==> config.mk <==
export PLATFORM = sky130hd
export DESIGN_NAME = multicycle_ctrl
export DESIGN_NICKNAME = d
export VERILOG_FILES = /design/src/rtl/multicycle_ctrl.sv
export SDC_FILE = /design/constraint.sdc
export NUM_CORES = 1
export LEC_CHECK = 0
export ABC_CLOCK_PERIOD_IN_PS = 3400
export BUFFER_PORTS_ARGS = -buffer_cell sky130_fd_sc_hd__buf_2
export CORE_ASPECT_RATIO = 0.7
export CORE_MARGIN = 2
export CORE_UTILIZATION = 49
export CTS_CLUSTER_DIAMETER = 40
export DETAILED_ROUTE_END_ITERATION = 16
export PLACE_DENSITY = 0.79
export RECOVER_POWER = 50
export SLEW_MARGIN = 15
export SYNTH_ARGS = -nofsm -noshare
export SYNTH_HDL_FRONTEND = slang
export SYNTH_SLANG_ARGS = --single-unit
==> constraint.sdc <==
create_clock -name clk -period 3.4 [get_ports clk]
set_input_delay 0.17 -clock clk [delete_from_list [all_inputs] [get_ports clk]]
set_output_delay 0.17 -clock clk [all_outputs]
set_load 0.05 [all_outputs]
==> src/rtl/multicycle_ctrl.sv <==
// multicycle_ctrl: four-phase FETCH/DECODE/EXECUTE/WRITEBACK sequencer and
// instruction decoder. Latches one instruction into IR per sequence, drives
// register-file and ALU controls from IR, flags illegal encodings and counts
// retired (legal, written-back) instructions.
module multicycle_ctrl #(
  parameter int DataSize = 32,
  parameter int CntWidth = 16
) (
  input  logic                clk,
  input  logic                reset,
  input  logic [DataSize-1:0] instruction,
  input  logic                instr_valid,
  output logic                enable_fetch,
  output logic                enable_read,
  output logic [4:0]          read_addr1,
  output logic [4:0]          read_addr2,
  output logic                enable_execute,
  output logic [2:0]          alu_op,
  output logic                src2_imm,
  output logic [DataSize-1:0] imm,
  output logic                enable_write,
  output logic [4:0]          write_addr,
  output logic                illegal,
  output logic [CntWidth-1:0] retired
);

  typedef enum logic [1:0] {
    S_FETCH  = 2'd0,
    S_DECODE = 2'd1,
    S_EXEC   = 2'd2,
    S_WB     = 2'd3
  } state_t;

  localparam logic [2:0] OP_ADD  = 3'd0;
  localparam logic [2:0] OP_SUB  = 3'd1;
  localparam logic [2:0] OP_AND  = 3'd2;
  localparam logic [2:0] OP_OR   = 3'd3;
  localparam logic [2:0] OP_XOR  = 3'd4;
  localparam logic [2:0] OP_SLL  = 3'd5;
  localparam logic [2:0] OP_ROTR = 3'd6;
  localparam logic [2:0] OP_MOV  = 3'd7;

  state_t                state_q, state_d;
  logic [DataSize-1:0]   ir_q;
  logic [CntWidth-1:0]   retired_q;
  logic                  legal;
  logic [2:0]            dec_alu_op;
  logic                  dec_src2_imm;
  logic [DataSize-1:0]   dec_imm;

  // State register; reset aborts any sequence in flight
  always_ff @(posedge clk or posedge reset) begin
    if (reset) state_q <= S_FETCH;
    else       state_q <= state_d;
  end

  // Next state: only FETCH waits, the other phases last exactly one cycle
  always_comb begin
    state_d = state_q;
    unique case (state_q)
      S_FETCH:  if (instr_valid) state_d = S_DECODE;
      S_DECODE: state_d = S_EXEC;
      S_EXEC:   state_d = S_WB;
      S_WB:     state_d = S_FETCH;
      default:  state_d = S_FETCH;
    endcase
  end

  // IR loads only on the FETCH->DECODE edge, so later instruction changes are ignored
  always_ff @(posedge clk or posedge reset) begin
    if (reset)                                ir_q <= '0;
    else if (state_q == S_FETCH && instr_valid) ir_q <= instruction;
  end

  // Decode purely from IR; illegal encodings leave ALU controls and imm at zero
  always_comb begin
    legal        = 1'b1;
    dec_alu_op   = OP_ADD;
    dec_src2_imm = 1'b0;
    dec_imm      = '0;
    if (ir_q[31]) begin
      legal = 1'b0;
    end else begin
      case (ir_q[30:25])
        6'b101000: begin  // ADDI
          dec_alu_op   = OP_ADD;
          dec_src2_imm = 1'b1;
          dec_imm      = {{(DataSize-15){ir_q[14]}}, ir_q[14:0]};
        end
        6'b101100: begin  // ORI
          dec_alu_op   = OP_OR;
          dec_src2_imm = 1'b1;
          dec_imm      = {{(DataSize-15){1'b0}}, ir_q[14:0]};
        end
        6'b101011: begin  // XORI
          dec_alu_op   = OP_XOR;
          dec_src2_imm = 1'b1;
          dec_imm      = {{(DataSize-15){1'b0}}, ir_q[14:0]};
        end
        6'b100010: begin  // MOVI
          dec_alu_op   = OP_MOV;
          dec_src2_imm = 1'b1;
          dec_imm      = {{(DataSize-20){ir_q[19]}}, ir_q[19:0]};
        end
        6'b100000: begin  // ALU group, function in IR[4:0]
          case (ir_q[4:0])
            5'b00000: dec_alu_op = OP_ADD;
            5'b00001: dec_alu_op = OP_SUB;
            5'b00010: dec_alu_op = OP_AND;
            5'b00100: dec_alu_op = OP_OR;
            5'b00011: dec_alu_op = OP_XOR;
            5'b01000: begin
              dec_alu_op   = OP_SLL;
              dec_src2_imm = 1'b1;
              dec_imm      = {{(DataSize-5){1'b0}}, ir_q[14:10]};
            end
            5'b01011: begin
              dec_alu_op   = OP_ROTR;
              dec_src2_imm = 1'b1;
              dec_imm      = {{(DataSize-5){1'b0}}, ir_q[14:10]};
            end
            default: legal = 1'b0;
          endcase
        end
        default: legal = 1'b0;
      endcase
    end
  end

  // Retire count advances on WRITEBACK->FETCH for legal instructions, wrapping naturally
  always_ff @(posedge clk or posedge reset) begin
    if (reset)                         retired_q <= '0;
    else if (state_q == S_WB && legal) retired_q <= retired_q + 1'b1;
  end

  // Phase strobes and decode fields; the write strobe is gated by legality
  always_comb begin
    enable_fetch   = (state_q == S_FETCH);
    enable_read    = (state_q == S_DECODE);
    enable_execute = (state_q == S_EXEC);
    enable_write   = (state_q == S_WB) && legal;
    illegal        = (state_q == S_WB) && !legal;
    read_addr1     = ir_q[19:15];
    read_addr2     = ir_q[14:10];
    write_addr     = ir_q[24:20];
    alu_op         = dec_alu_op;
    src2_imm       = dec_src2_imm;
    imm            = dec_imm;
    retired        = retired_q;
  end

endmodule

Yosys cells after proc, flatten, opt, wreduce, memory -nomap -nowiden
Cells that the tools add are included.
- $add $sub $neg: 1
- multipliers: 0
- divide/modulo/power cells: 0
- magnitude comparators: 0
- equal/unequal tests: 15
- shift-type cells: 0
- muxes and demuxes: 14
- bitwise operators: 0
- reduce and logical (&&, ||, !) cells: 10
- operators with widths (cell ; count):
    32-bit case mux with 4 select lines ; 1
    32-bit 2-to-1 mux ; 1
    6-bit == test, second input constant ; 5
    3-bit case mux with 6 select lines ; 1
    16-bit by 1-bit adder with 16-bit output, second input constant ; 1
    3-bit case mux with 4 select lines ; 1
    5-bit by 2-bit == test with 1-bit output, second input constant ; 2
    5-bit by 4-bit == test with 1-bit output, second input constant ; 2
    2-bit case mux with 4 select lines ; 1
    7-bit OR reduction ; 1
    5-bit by 1-bit == test with 1-bit output, second input constant ; 1
    5-bit by 3-bit == test with 1-bit output, second input constant ; 1
    5-bit logical NOT ; 1
    5-bit 2-to-1 mux ; 1
    2-bit == test, second input constant ; 2
    1-bit 2-to-1 mux ; 4
    1-bit case mux with 2 select lines ; 2
    2-bit OR reduction ; 2
    4-bit OR reduction ; 1
    1-bit logical AND ; 3
    3-bit 2-to-1 mux ; 1
    2-bit by 1-bit == test with 1-bit output, second input constant ; 1
    2-bit logical NOT ; 1
    2-bit 2-to-1 mux ; 1
    other kinds (2) ; 2
- register bits: 50
- latch bits: 0
- bits in writable memories: 0
- memory bits (read-only): 0
- output and inout bits: 72
- memories: 0

Depth between registers and ports, before layout
Gate-level depths: netlist of run 1.
- word-level depth: 7
- mapped depth: 7
- gate-level depth less buffers: 6

Least setup slack after synthesis of run 1
OpenSTA, ideal clock, no wires.
- kind: reg-to-output
- start: reg ir_q[25]
- end: out imm[20]
- data arrival time: 3.223 ns
- data required time: 3.230 ns
- setup slack: 0.007 ns
- stages on the path, launching flop included: 6
- cells stage by stage: dfrtp_1 or4b_4 a31oi_2 o21bai_1 a21oi_1 buf_4
- cells in the longest elaborated chain, start to end: 4
- elaborated cells on any way between the ends: 8
- RTL lines (element ; line ; RTL):
    start, declared ; 44 ; logic [DataSize-1:0] ir_q;
    start signal, assigned ; 72 ; else if (state_q == S_FETCH && instr_valid) ir_q <= instruction;
    6-bit == test ; 84 ; case (ir_q[30:25])
    2-bit OR reduction (no source line) ; n/a ;
    32-bit case mux with 4 select lines (*) ; 84 ;
    32-bit 2-to-1 mux (*) ; 81 ; if (ir_q[31]) begin
    end, declared ; 20 ; output logic [DataSize-1:0] imm,
Mark *: on every way between the ends. The rest lies on a longest branch, timed or not.

Worst setup path in the final report of run 1
- start: reg ir_q[25]
- end: out imm[21]
Same word-level chain as after synthesis.

==> summary.md, run 1 <==
| Metric | Value |
|---|---|
| Clk pin slew, worst setup/hold paths | 80 ps |
| Final hold violations | 0 |
| Clock skew | 5.798 ps |
| Leakage | 1.593 nW |
| Startpoint types | register |
| Overall via count from detail_route | 2175 |
| Clk buf depth | 2 |
| I/O pin cnt | 107 |
| Final Non-Filler Cells | 414 |
| Remaining DRCs | 0 |
| Post-synth EDFFs | 0 |
| Nets | 381 |
| Synth cell count leaders | dfrtp_1 (50), mux2_2 (33), buf_4 (28), nor2_1 (21), nand2_1 (17) |
| Synth unique cells | 43 |
| HPWL Detailed | 4663 µm |
| Final wirelength | 6131 µm |
| Hold path startpoint | instr_valid |
| Synth-to-Final Area Change | 16.88% |
| Synth Flop Type | dfrtp_1 |
| Final cycle utilization of the critical path | 0.9036 |
| Total of max-cap violations | 1 |
| Routability cong. | 0.9103 |
| Largest net degree at the start of global routing | 51 |
| Fraction of layout cells with a size suffix above 1 | 0.3655 |
| RSZ-0062 raised after global routing | no |
| Syn Std Cell Area | 2765 µm² |
| Worst r2r dst | retired[10] |
| Yosys warnings | 0 |
| Critical-path maximum fanout | 13 |
| FP Rows | 22 |
| Number of global-route vias before repair | 2032 |
| Hold-critical path endpoint | state_q[1] |
| H-tree levels | 2 |
| Crit path DAT | 2900 ps |
| Clock Latency Late Sink | 300 ps |
| Synth area leaders | dfrtp_1 (45%), mux2_2 (13%), buf_4 (7.6%) |
| # Post-CTS Setup Buffers | 0 |
| Switching Power | 0.001313 W |
| Flop pwr share | 0.379 |
| First-pass GRT wire length | 9915 µm |
| Measured slew at the worst slew-check pin | 1859 ps |
| GRT Resource Usage Total | 0.2047 |
| Reg2Reg Depth | 5 |
| Max transition margin | -0.2406 |
| Seq/Total Area, Yosys | 0.4525 |
| Critical path endpoint category | primary output |
| Logic pwr share | 0.475 |
| Clock power frac | 0.145 |
| Fmax | 325.5 MHz |
| Max-slew violations | 51 |
| DRT iter0 DRCs | 143 |
| Critical path's slowest cell | or4b_4 |
| CTS Buf Count | 5 |
| Cell Int Power | 0.001473 W |
| Detail Route Antenna Nets | 0 |
| FF-to-FF setup slack | 1180 ps |
| Starting Density | 0.5178 |
| Post-layout min period | 3072 ps |
| Die extent in x | 93.79 µm |
| Total instance count after detailed placement | 406 |
| Syn Inst Count | 261 |
| Fill cell count | 468 |
| Yosys top cell area share | 0.4525 |
| CP Class | register to primary output |
| Failing checks | max-capacitance violations, max-slew violations |
| CORE AREA | 5340 µm² |
| Port bufs | 106 |
| Net Sw Frac | 0.4713 |
| Outcome | finished, violations left |
| Pre-antenna DRT Iters | 5 |
| Die Span Y | 66.85 µm |
| # hold bufs at CTS | 0 |
| CP peak stage delay | 590 ps |
| Peak VDD IR | 0.5708 mV |
| Cell Pwr Density | 862.2 nW/µm² |
| Overflow after GRT | 0 |
| CP cell instances | or4b_4 > a31oi_2 > o21bai_1 > a21oi_1 > buf_2 |
| CP startpoint | ir_q[25] |
| WL/cell | 14.81 µm |
| Final setup fails | 0 |
| Asr flop ratio synth | 1.000 |
| Clk sink count | 50 |
| WHS Path Cells | 2 |
| Worst EP required | 3230 ps |
| Count leader, synth | dfrtp_1 |
| Avg Inst Size Synth | 10.59 µm² |
| Cell taking the most area after synthesis | dfrtp_1 |
| Synth Register Bits | 50 |
| Root Buffer | clkbuf_8 |
| Hold Crit Class | input pin to register |
| CTS tree | yes |
| Antenna Cells | 0 |
| Syn_nets | 301 |
| Vias per cell | 5.254 |
| RR Startpoint | ir_q[25] |
| Setup TNS | 0 ps |
| DIE AREA | 6270 µm² |
| # resized after CTS | 0 |
| Initial antenna violation count | 0 |
-- layout make-up --
type | instances | area, µm² | share of cell area
multi-input cells | 169 | 1251 | 0.3871
clock inverters | 1 | 30.03 | 0.009292
inverters | 7 | 26.28 | 0.008130
flip-flops and latches | 50 | 1251 | 0.3871
clock buffers | 7 | 76.32 | 0.02362
repair buffers | 108 | 506.7 | 0.1568
well taps | 72 | 90.09 | 0.02787
-- kinds of logic after synthesis --
family	synth area share
AO/OA/AOI/OAI	0.07512
buffers and inverters	0.09502
XOR/XNOR	0.05702
multiplexers	0.1344
adder cells (fa/ha/maj)	0.02262
flip-flops	0.4525
AND/OR/NAND/NOR	0.1633
-- flip-flops by register name, summed over array words and instances, names as in the netlist --
register,count
ir_q,32
retired,16
state_q,2
-- worst max-delay path, delay by kind of cell (launching register included) --
family / cells / cell delay (ps)
buffers and inverters: 1 / 370
AND/OR/NAND/NOR: 1 / 590
AO/OA/AOI/OAI: 3 / 1170
flip-flops: 1 / 480
-- cell usage in the layout (no fill, tap or decap), types with 2 or more instances in the layout --
cell and n:
dfrtp_1 50, inv_1 7, and2b_1 2, xnor2_1 3, a21oi_1 10, clkbuf_8 5, nor3_1 7, mux2_2 33
nand3_1 5, o21ai_0 4, nand2_1 17, nand2b_1 2, buf_4 2, nand4_1 2, xor2_1 15, nor2_1 21
ha_1 5, nand4b_1 2, clkbuf_1 33, a22oi_1 5, nor4_1 3, buf_2 75, and2_1 12
-- worst max-delay path by stage --
stage               slack (ps)  cells after the start  endpoint
floorplan                    7                      5   imm[20]
global placement           820                      5   imm[29]
detailed placement         660                      5   imm[21]
CTS                        330                      5   imm[21]
global route                70                      5   imm[23]
finish                     330                      5   imm[21]
-- stage by stage --
step	cell area, µm²	hold slack, ps	total power (W)	worst slack, ps	utilization
after floorplan	2765	256.3	0.002230	7.240	-
after global placement	3164	390.4	0.002363	823.3	0.5925
after detailed placement	3164	405.1	0.002422	658.4	0.5925
after CTS	3271	88.15	0.002827	326.7	0.6125
after global routing	3232	79.61	0.002954	69.65	0.6052
final	3232	92.39	0.002786	327.8	0.6052
-- metal layers --
layer	global-route usage	vias up	wire length (µm)
met4	0.04348	0	38
met3	0.04412	7	442
met2	0.3152	88	2766
met1	0.2987	1050	2883
met5	0	-	0
li1	-	1030	-
-- power by group through the flow --
stage	clock network [W]	registers, W	logic (W)
after global placement	0	0.00104	0.00133
after global routing	0.000441	0.00110	0.00141
after detailed placement	0	0.00106	0.00136
after CTS	0.000413	0.00105	0.00136
final	0.000405	0.00106	0.00132
after floorplan	0	0.000995	0.00124
Power figures use the tool's default switching activity.
==> inputs of run 2 (changes only) <==
- CTS_BUF_LIST: default -> sky130_fd_sc_hd__clkbuf_8
==> summary.md, run 2 (synthesized netlist as in run 1, its figures left out) <==
| Metric | Value |
|---|---|
| Final setup fails | 0 (unchanged) |
| Post-layout min period | 3067 ps (was 3072 ps) |
| Top reg by flops | ir_q (unchanged) |
| # hold bufs at CTS | 0 (unchanged) |
| Number of global-route vias before repair | 2032 (unchanged) |
| Clk pin slew, worst setup/hold paths | 80 ps (about the same) |
| H-tree levels | 2 (unchanged) |
| # resized after CTS | 0 (unchanged) |
| Worst r2r dst | retired[10] (unchanged) |
| Setup TNS | 0 ps (unchanged) |
| Final hold violations | 0 (unchanged) |
| CP peak stage delay | 590 ps (about the same) |
| CP top delay family | compound AO/OA/AOI/OAI gates (unchanged) |
| Tot Pwr | 0.002781 W (was 0.002786 W) |
| Max FFs per register | 32 (unchanged) |
| CTS Buf Count | 5 (unchanged) |
| Max-slew violations | 51 (unchanged) |
| CP cell instances | or4b_4 > a31oi_2 > o21bai_1 > a21oi_1 > buf_2 (unchanged) |
| Cell Area, Placed | 3164 µm² (unchanged) |
| Most frequent cells in the layout | buf_2 (75), dfrtp_1 (50), mux2_2 (33), clkbuf_1 (31), nor2_1 (21) (was buf_2 (75), dfrtp_1 (50), mux2_2 (33), clkbuf_1 (33), nor2_1 (21)) |
| Vias per cell | 5.242 (was 5.254) |
| Root Buffer | clkbuf_8 (unchanged) |
| CP Class | register to primary output (unchanged) |
| Remaining DRCs | 0 (unchanged) |
| Clk sink count | 50 (unchanged) |
| Synth-to-Final Area Change | 16.88% (unchanged) |
| GRT Resource Usage Total | 0.2047 (unchanged) |
| Design Area, Final | 3232 µm² (unchanged) |
| CTS tree | yes (unchanged) |
| Routability cong. | 0.9103 (unchanged) |
| Reg2Reg Depth | 5 (unchanged) |
| Total of max-cap violations | 1 (unchanged) |
| WL/cell | 14.78 µm (was 14.81 µm) |
| Peak VDD IR | 0.5662 mV (was 0.5708 mV) |
| FP Rows | 22 (unchanged) |
| I/O pin cnt | 107 (unchanged) |
| RSZ-0062 raised after global routing | no (unchanged) |
| Initial antenna violation count | 0 (unchanged) |
| Final hold slack | 92.85 ps (was 92.39 ps) |
| Detail Route Antenna Nets | 0 (unchanged) |
| RR Startpoint | ir_q[25] (unchanged) |
| Clk buf depth | 2 (unchanged) |
| Cell Pwr Density | 860.6 nW/µm² (was 862.2 nW/µm²) |
| Overflow after GRT | 0 (unchanged) |
| Hold-critical path endpoint | state_q[1] (unchanged) |
| Critical-path maximum fanout | 13 (unchanged) |
| Crit path DAT | 2900 ps (about the same) |
| Fmax | 326.0 MHz (was 325.5 MHz) |
| HPWL Detailed | 4663 µm (unchanged) |
| Leakage | 1.602 nW (was 1.593 nW) |
| Antenna Cells | 0 (unchanged) |
| Overall via count from detail_route | 2170 (was 2175) |
| Critical path endpoint category | primary output (unchanged) |
| WHS Path Cells | 2 (unchanged) |
| # Post-CTS Setup Buffers | 0 (unchanged) |
| Startpoint types | register (unchanged) |
| Hold path startpoint | instr_valid (unchanged) |
| Clock skew | 5.701 ps (was 5.798 ps) |
| Largest net degree at the start of global routing | 51 (unchanged) |
| Fraction of layout cells with a size suffix above 1 | 0.3655 (unchanged) |
| Outcome | finished, violations left (unchanged) |
| Critical path's slowest cell | or4b_4 (unchanged) |
| DIE AREA | 6270 µm² (unchanged) |
| Worst EP required | 3230 ps (about the same) |
| DP Worst Slack | 658.4 ps (unchanged) |
| Starting Density | 0.5178 (unchanged) |
| Measured slew at the worst slew-check pin | 1857 ps (was 1859 ps) |
| Hold Crit Class | input pin to register (unchanged) |
| Final wirelength | 6120 µm (was 6131 µm) |
| Commonest non-fill, non-tap cell in the layout | buf_2 (unchanged) |
| Nets | 381 (unchanged) |
| FF-to-FF setup slack | 1180 ps (about the same) |
| Port bufs | 106 (unchanged) |
| Die Span Y | 66.85 µm (unchanged) |
| First-pass GRT wire length | 9915 µm (unchanged) |
| CORE AREA | 5340 µm² (unchanged) |
| Final cycle utilization of the critical path | 0.9022 (was 0.9036) |
| Pre-antenna DRT Iters | 5 (unchanged) |
| Final Worst Setup Slack | 332.5 ps (was 327.8 ps) |
| Die extent in x | 93.79 µm (unchanged) |
| Failing checks | max-capacitance violations, max-slew violations (unchanged) |
| Clock Latency Late Sink | 290 ps (was 300 ps) |
| Max transition margin | -0.2395 (was -0.2406) |
| Worst path bufs/invs | 1 (unchanged) |
| DRT iter0 DRCs | 142 (was 143) |
[run 2: cell count changes in the layout (fill, tap and decap cells not counted), sizes merged]
cell,delta
clkbuf,-2
inv,+2
[run 2: per-stage QoR]
stage	utilization	cells
2_1_floorplan	-	261
3_3_place_gp	0.5925	406
3_5_place_dp	0.5925	406
4_1_cts	0.6125	414
5_1_grt	0.6052	414
6_report	0.6052	414
[run 2: area by class of cell]
cell class	count	area [µm²]
sequential	50	1251
clock buffer	5	68.82
tap	72	90.09
timing repair buffer	108	506.7
clock inverter	3	37.54
inverter	7	26.28
fill	468	2108
multi-input combinational	169	1251
[run 2: worst max path at each step]
stage | start | end | slack (ps) | cells past startpoint
floorplan | ir_q[25] | imm[20] | 7 | 5
global placement | ir_q[25] | imm[29] | 820 | 5
detailed placement | ir_q[25] | imm[21] | 660 | 5
CTS | ir_q[25] | imm[21] | 330 | 5
global route | ir_q[25] | imm[23] | 70 | 5
finish | ir_q[25] | imm[21] | 330 | 5
[run 2: routing by layer]
metal,vias to the layer above,wire length [µm],GRT usage
met1,1048,2855,0.2987
met2,87,2775,0.3152
met5,-,0,0
met4,0,34,0.04348
li1,1030,-,-
met3,5,453,0.04412
[run 2: report_power, final]
part / switching, W / internal [W]
Clock: 0.000185 / 0.000214
Sequential: 0.000245 / 0.000812
Combinational: 0.000884 / 0.000441
Total: 0.00131 / 0.00147
